==> src/rtl/calc1_port_responder.sv <==
// calc1_port_responder: calc1 command responder with add/sub/shift and a configurable execution latency
module calc1_port_responder #(
  parameter int LATENCY = 2
) (
  input  logic        c_clk,
  input  logic        reset,
  input  logic [0:3]  req_cmd_in,
  input  logic [0:31] req_data_in,
  output logic [0:1]  out_resp,
  output logic [0:31] out_data,
  output logic        busy
);
  typedef enum logic [1:0] {IDLE, OP2, EXEC, RESP} state_t;
  localparam logic [0:1] RESP_OK  = 2'b01;
  localparam logic [0:1] RESP_ERR = 2'b10;
  state_t      state, state_n;
  logic [0:3]  cmd;
  logic [0:31] op1, op2;
  logic [3:0]  cnt;
  logic [0:1]  res_resp, calc_resp;
  logic [0:31] res_data, calc_data;
  logic [32:0] sum;
  logic        accept, done;
  // A new command is taken in IDLE or on the edge that clears the response
  assign accept = (state == IDLE || state == RESP) && req_cmd_in != 4'b0000;
  assign done   = state == EXEC && cnt == 4'd0;
  // State register
  always_ff @(posedge c_clk) begin
    if (reset) state <= IDLE;
    else       state <= state_n;
  end
  // Next-state logic
  always_comb begin
    state_n = accept ? OP2 :
              state == OP2 ? EXEC :
              done ? RESP :
              state == RESP ? IDLE : state;
  end
  // Operand capture, latency counter and result register
  always_ff @(posedge c_clk) begin
    if (reset) begin
      cmd      <= '0;
      op1      <= '0;
      op2      <= '0;
      cnt      <= '0;
      res_resp <= '0;
      res_data <= '0;
    end else begin
      if (accept) begin
        cmd <= req_cmd_in;
        op1 <= req_data_in;
      end
      if (state == OP2) begin
        op2 <= req_data_in;
        cnt <= 4'(LATENCY - 1);
      end else if (state == EXEC && cnt != 4'd0) begin
        cnt <= cnt - 4'd1;
      end
      if (done) begin
        res_resp <= calc_resp;
        res_data <= calc_data;
      end
    end
  end
  // Execution datapath; any error forces the data to zero
  always_comb begin
    sum       = {1'b0, op1} + {1'b0, op2};
    calc_resp = RESP_ERR;
    calc_data = '0;
    case (cmd)
      4'b0001: begin
        calc_resp = sum[32] ? RESP_ERR : RESP_OK;
        calc_data = sum[32] ? '0 : sum[31:0];
      end
      4'b0010: begin
        calc_resp = op2 > op1 ? RESP_ERR : RESP_OK;
        calc_data = op2 > op1 ? '0 : op1 - op2;
      end
      4'b0101: begin
        calc_resp = RESP_OK;
        calc_data = op1 << op2[27:31];
      end
      4'b0110: begin
        calc_resp = RESP_OK;
        calc_data = op1 >> op2[27:31];
      end
      default: begin
        calc_resp = RESP_ERR;
        calc_data = '0;
      end
    endcase
  end
  // Outputs: response only during RESP, busy whenever a command is in flight
  always_comb begin
    out_resp = state == RESP ? res_resp : 2'b00;
    out_data = state == RESP ? res_data : '0;
    busy     = state != IDLE;
  end
endmodule

==> config.mk <==
export PLATFORM = sky130hd
export DESIGN_NAME = calc1_port_responder
export DESIGN_NICKNAME = d
export VERILOG_FILES = /design/src/rtl/calc1_port_responder.sv
export SDC_FILE = /design/constraint.sdc
export NUM_CORES = 1
export LEC_CHECK = 0
export BUFFER_PORTS_ARGS = -buffer_cell sky130_fd_sc_hd__clkbuf_2
export CORE_UTILIZATION = 55
export CTS_CLUSTER_DIAMETER = 30
export DETAILED_ROUTE_END_ITERATION = 8
export PLACE_DENSITY = 0.72
export SYNTH_ARGS = -nofsm -noshare
export SYNTH_HDL_FRONTEND = slang
export SYNTH_SLANG_ARGS = --single-unit
==> constraint.sdc <==
create_clock -name c_clk -period 4.6 [get_ports c_clk]
set_clock_uncertainty 0.1 [all_clocks]
set_input_delay 0.69 -clock c_clk [delete_from_list [all_inputs] [get_ports c_clk]]
set_output_delay 0.69 -clock c_clk [all_outputs]
set_load 0.01 [all_outputs]
==> impl_metrics.toml <==
[placement]
place_congestion = 1.05
numPortBuffers = 72
hpwlAfterDp_mm = 32.5
postPlaceCellArea_mm2 = 0.0116

[logic_synthesis]
synth-edff-count = 0
synth_area_mm2 = 0.0111
synth-main-ff-cell = "dfxtp_1"
postSynthCellCount = 1502
postSynth.asyncResetShare_pct = 0
synth_nets = 1614
seq_area_frac_synth_pct = 19.5
synth_warnings = 0
ys_types = 82
synth-seq-cells = 108
postSynthAreaPerCell_um2 = 7.39

[cts]
ctsResizeCount = 0
cts_tree = "built"
cts_sinks = 108
ctsHoldBuffers = 0
cts.path.max_buffers = 2
worstSkewPairLatency_ns = 0.37
post-cts-setup-buffer-count = 0
cts_root_buf = "clkbuf_16"
cts_buffers = 9
clk_pin_slew_worst_paths_ns = 0.09
cts_htree_levels = 3

[routing]
drtIter0Drc = 1424
antenna_left = 0
drc_errors = 0
dr_total_vias = 12060
vias_per_cell = 6.79
wirelength_mm = 42.2
wl_per_cell_um = 23.8
first_pass_iters = 8

[final_layout]
syn_to_final_growth_pct = 7.51
drive_gt1_share_pct = 13.6
fill_cells = 1890
diodes = 0
layout.nets = 1618
stdcell_area_mm2 = 0.0119

[global_routing]
antenna_found_initial = 0
overflow = 0
grt_pass1_vias = 10601
grt_max_degree = 82
grt_use_total_pct = 41.0
grt_pass1_wl_mm = 63.7

[worst_hold_path]
min_from = "res_data[22]"
hold_path_class = "register to register"
hold_depth = 2
min_to = "res_data[22]"

[floorplanning]
initial_core_util_pct = 56.5
coreArea_mm2 = 0.0197
io_pins = 73
die_y_um = 144
die_w_um = 144
die_area_mm2 = 0.0208
placementRows = 51

[setup_path]
rr_worst_depth = 13
cp_data_required_time_ns = 4.72
worstPathArrival_ns = 4.26
critPathMaxStageDelay_ns = 0.51
worstSetupStartpointType = "register"
path_delay_family = "compound AO/OA/AOI/OAI gates"
worst_path_max_delay_cell = "dfxtp_1"
critPathBufInv = 2
critPathKind = "register to register"
end_kind = "register"
timing.rr.start = "op1[30]"
cp_max_fo = 11
worstPathCellList = "inv_1 > fa_1 > or2_4 > a2111oi_4 > o41ai_2 > nand2_1 > a41oi_2 > o21ai_2 > a31oi_2 > buf_4 > a221o_1 > a21oi_1 > o21ai_1"
rr_endpoint = "res_data[19]"
regToRegSetupSlack_ns = 0.46

[sta]
hold_slack_ns = 0.343
hold_viol = 0
relSlewSlack_pct = 31.1
finalSetupViolations = 0
period_needed_ns = 4.14
period_share_pct = 89.9
worst-slew-pin-transition_ns = 1.03
fmax_ghz = 0.242
drv_slew = 0
rsz0062_at_grt = "no"
tns_ns = 0

[status]
status = "completed"

[pwr]
total_power_mw = 6.12
leakage_nw = 4.92
p_per_area_mw_per_mm2 = 512
ir_drop_uv = 526

[job]
maxCapViolCount = 0
[logic make-up (layout without fill, tap and decap cells)]
family                   after synthesis  after routing  share of synthesized area (%)
flip-flops                           108            108                           19.5
multiplexers                         116            116                           13.8
XOR/XNOR                               8              8                          0.631
buffers and inverters                194            203                           7.03
AND/OR/NAND/NOR                      494            494                           20.1
AO/OA/AOI/OAI                        508            508                           30.6
adder cells (fa/ha/maj)               74             74                           8.47
[Yosys cell counts (7+ instances only)]
master    instances  area share [%]
a211oi_1         13            0.88
a21o_1           16             1.1
a21oi_1         159             7.2
a221o_1          17             1.5
a221oi_1         12            0.95
a22o_1            7            0.55
a22oi_1          12            0.81
a31oi_1          17            0.96
and2_1           40             2.3
buf_1            13            0.44
buf_2            27             1.2
clkbuf_1         71             2.4
dfxtp_1         108              19
ha_1             72             8.1
inv_1            77             2.6
mux2_2           13             1.3
mux2i_1          75             6.8
mux4_2           28             5.7
nand2_1         174             5.9
nand2b_1         25             1.4
nand3_1          20            0.90
nor2_1          157             5.3
nor2b_1           9            0.51
nor3_1           24             1.1
nor4_1           11            0.62
o211ai_1         17             1.1
o21ai_0          83             3.7
o21ai_1          24             1.1
o21bai_1         10            0.68
o221ai_1         19             1.5
o22ai_1          18             1.0
o31ai_1          14            0.95
xnor2_1           8            0.63
[power by group]
group | switching, mW | leakage (nW) | internal, mW
logic | 2.53 | 3.89 | 1.40
registers | 0.253 | 0.885 | 1.08
clock network | 0.464 | 0.151 | 0.394
[final cells by class]
class,instances,area [um^2],area share [%]
clock inverters,7,83.8,0.702
inverters,80,300,2.51
well taps,265,332,2.78
flip-flops and latches,108,2170,18.2
multi-input cells,1200,8180,68.5
clock buffers,9,225,1.89
repair buffers,107,648,5.43
[flip-flops by register name, summed over array words and instances, names as in the netlist]
signal and count:
op1 32, op2 32, res_data 32, cmd 4, cnt 4, res_resp 2, state 2
[stage by stage]
stage | util (%) | worst slack (ns) | instances
3_5_place_dp | 59.2 | 0.568 | 1760
4_1_cts | 60.8 | 0.545 | 1776
3_3_place_gp | 59.2 | 0.750 | 1760
2_1_floorplan | - | 0.695 | 1502
6_report | 60.8 | 0.463 | 1776
5_1_grt | 60.8 | 0.266 | 1776
[layer usage]
layer  track usage [%]  wire, um
met1              60.2     18500
met2              58.2     17300
met3              10.0      5160
met4              12.0      1330
met5                 0         0
[how the worst max path moves through the flow]
stage,from,endpoint,slack (ns),depth (start not counted)
finish,op1[30],res_data[19],0.46,13
global route,op1[30],res_data[19],0.27,13
CTS,op1[30],res_data[19],0.55,13
detailed placement,op1[30],res_data[19],0.57,13
global placement,op1[30],res_data[19],0.75,13
floorplan,op2[29],res_data[21],0.70,15
[worst register-to-register path: cells and delay by family (launching register included)]
kind / cells / cell delay [ns]
adder cells (fa/ha/maj): 1 / 0.49
AO/OA/AOI/OAI: 8 / 1.94
AND/OR/NAND/NOR: 2 / 0.43
buffers and inverters: 2 / 0.50
flip-flops: 1 / 0.51
[placed cells by master, fill, tap and decap left out, types with 13 or more instances in the layout]
cell	instances
a221o_1	17
nand3_1	20
buf_4	33
ha_1	71
dfxtp_1	104
o31ai_1	14
a21o_1	16
a31oi_1	16
and2_1	40
o21ai_0	83
a211oi_1	13
inv_1	77
o22ai_1	18
nand2b_1	25
nor2_1	156
mux4_2	28
mux2_2	13
nand2_1	174
nor3_1	24
o21ai_1	24
o221ai_1	19
mux2i_1	75
clkbuf_2	71
a21oi_1	158
o211ai_1	17
Power figures use the tool's default switching activity.
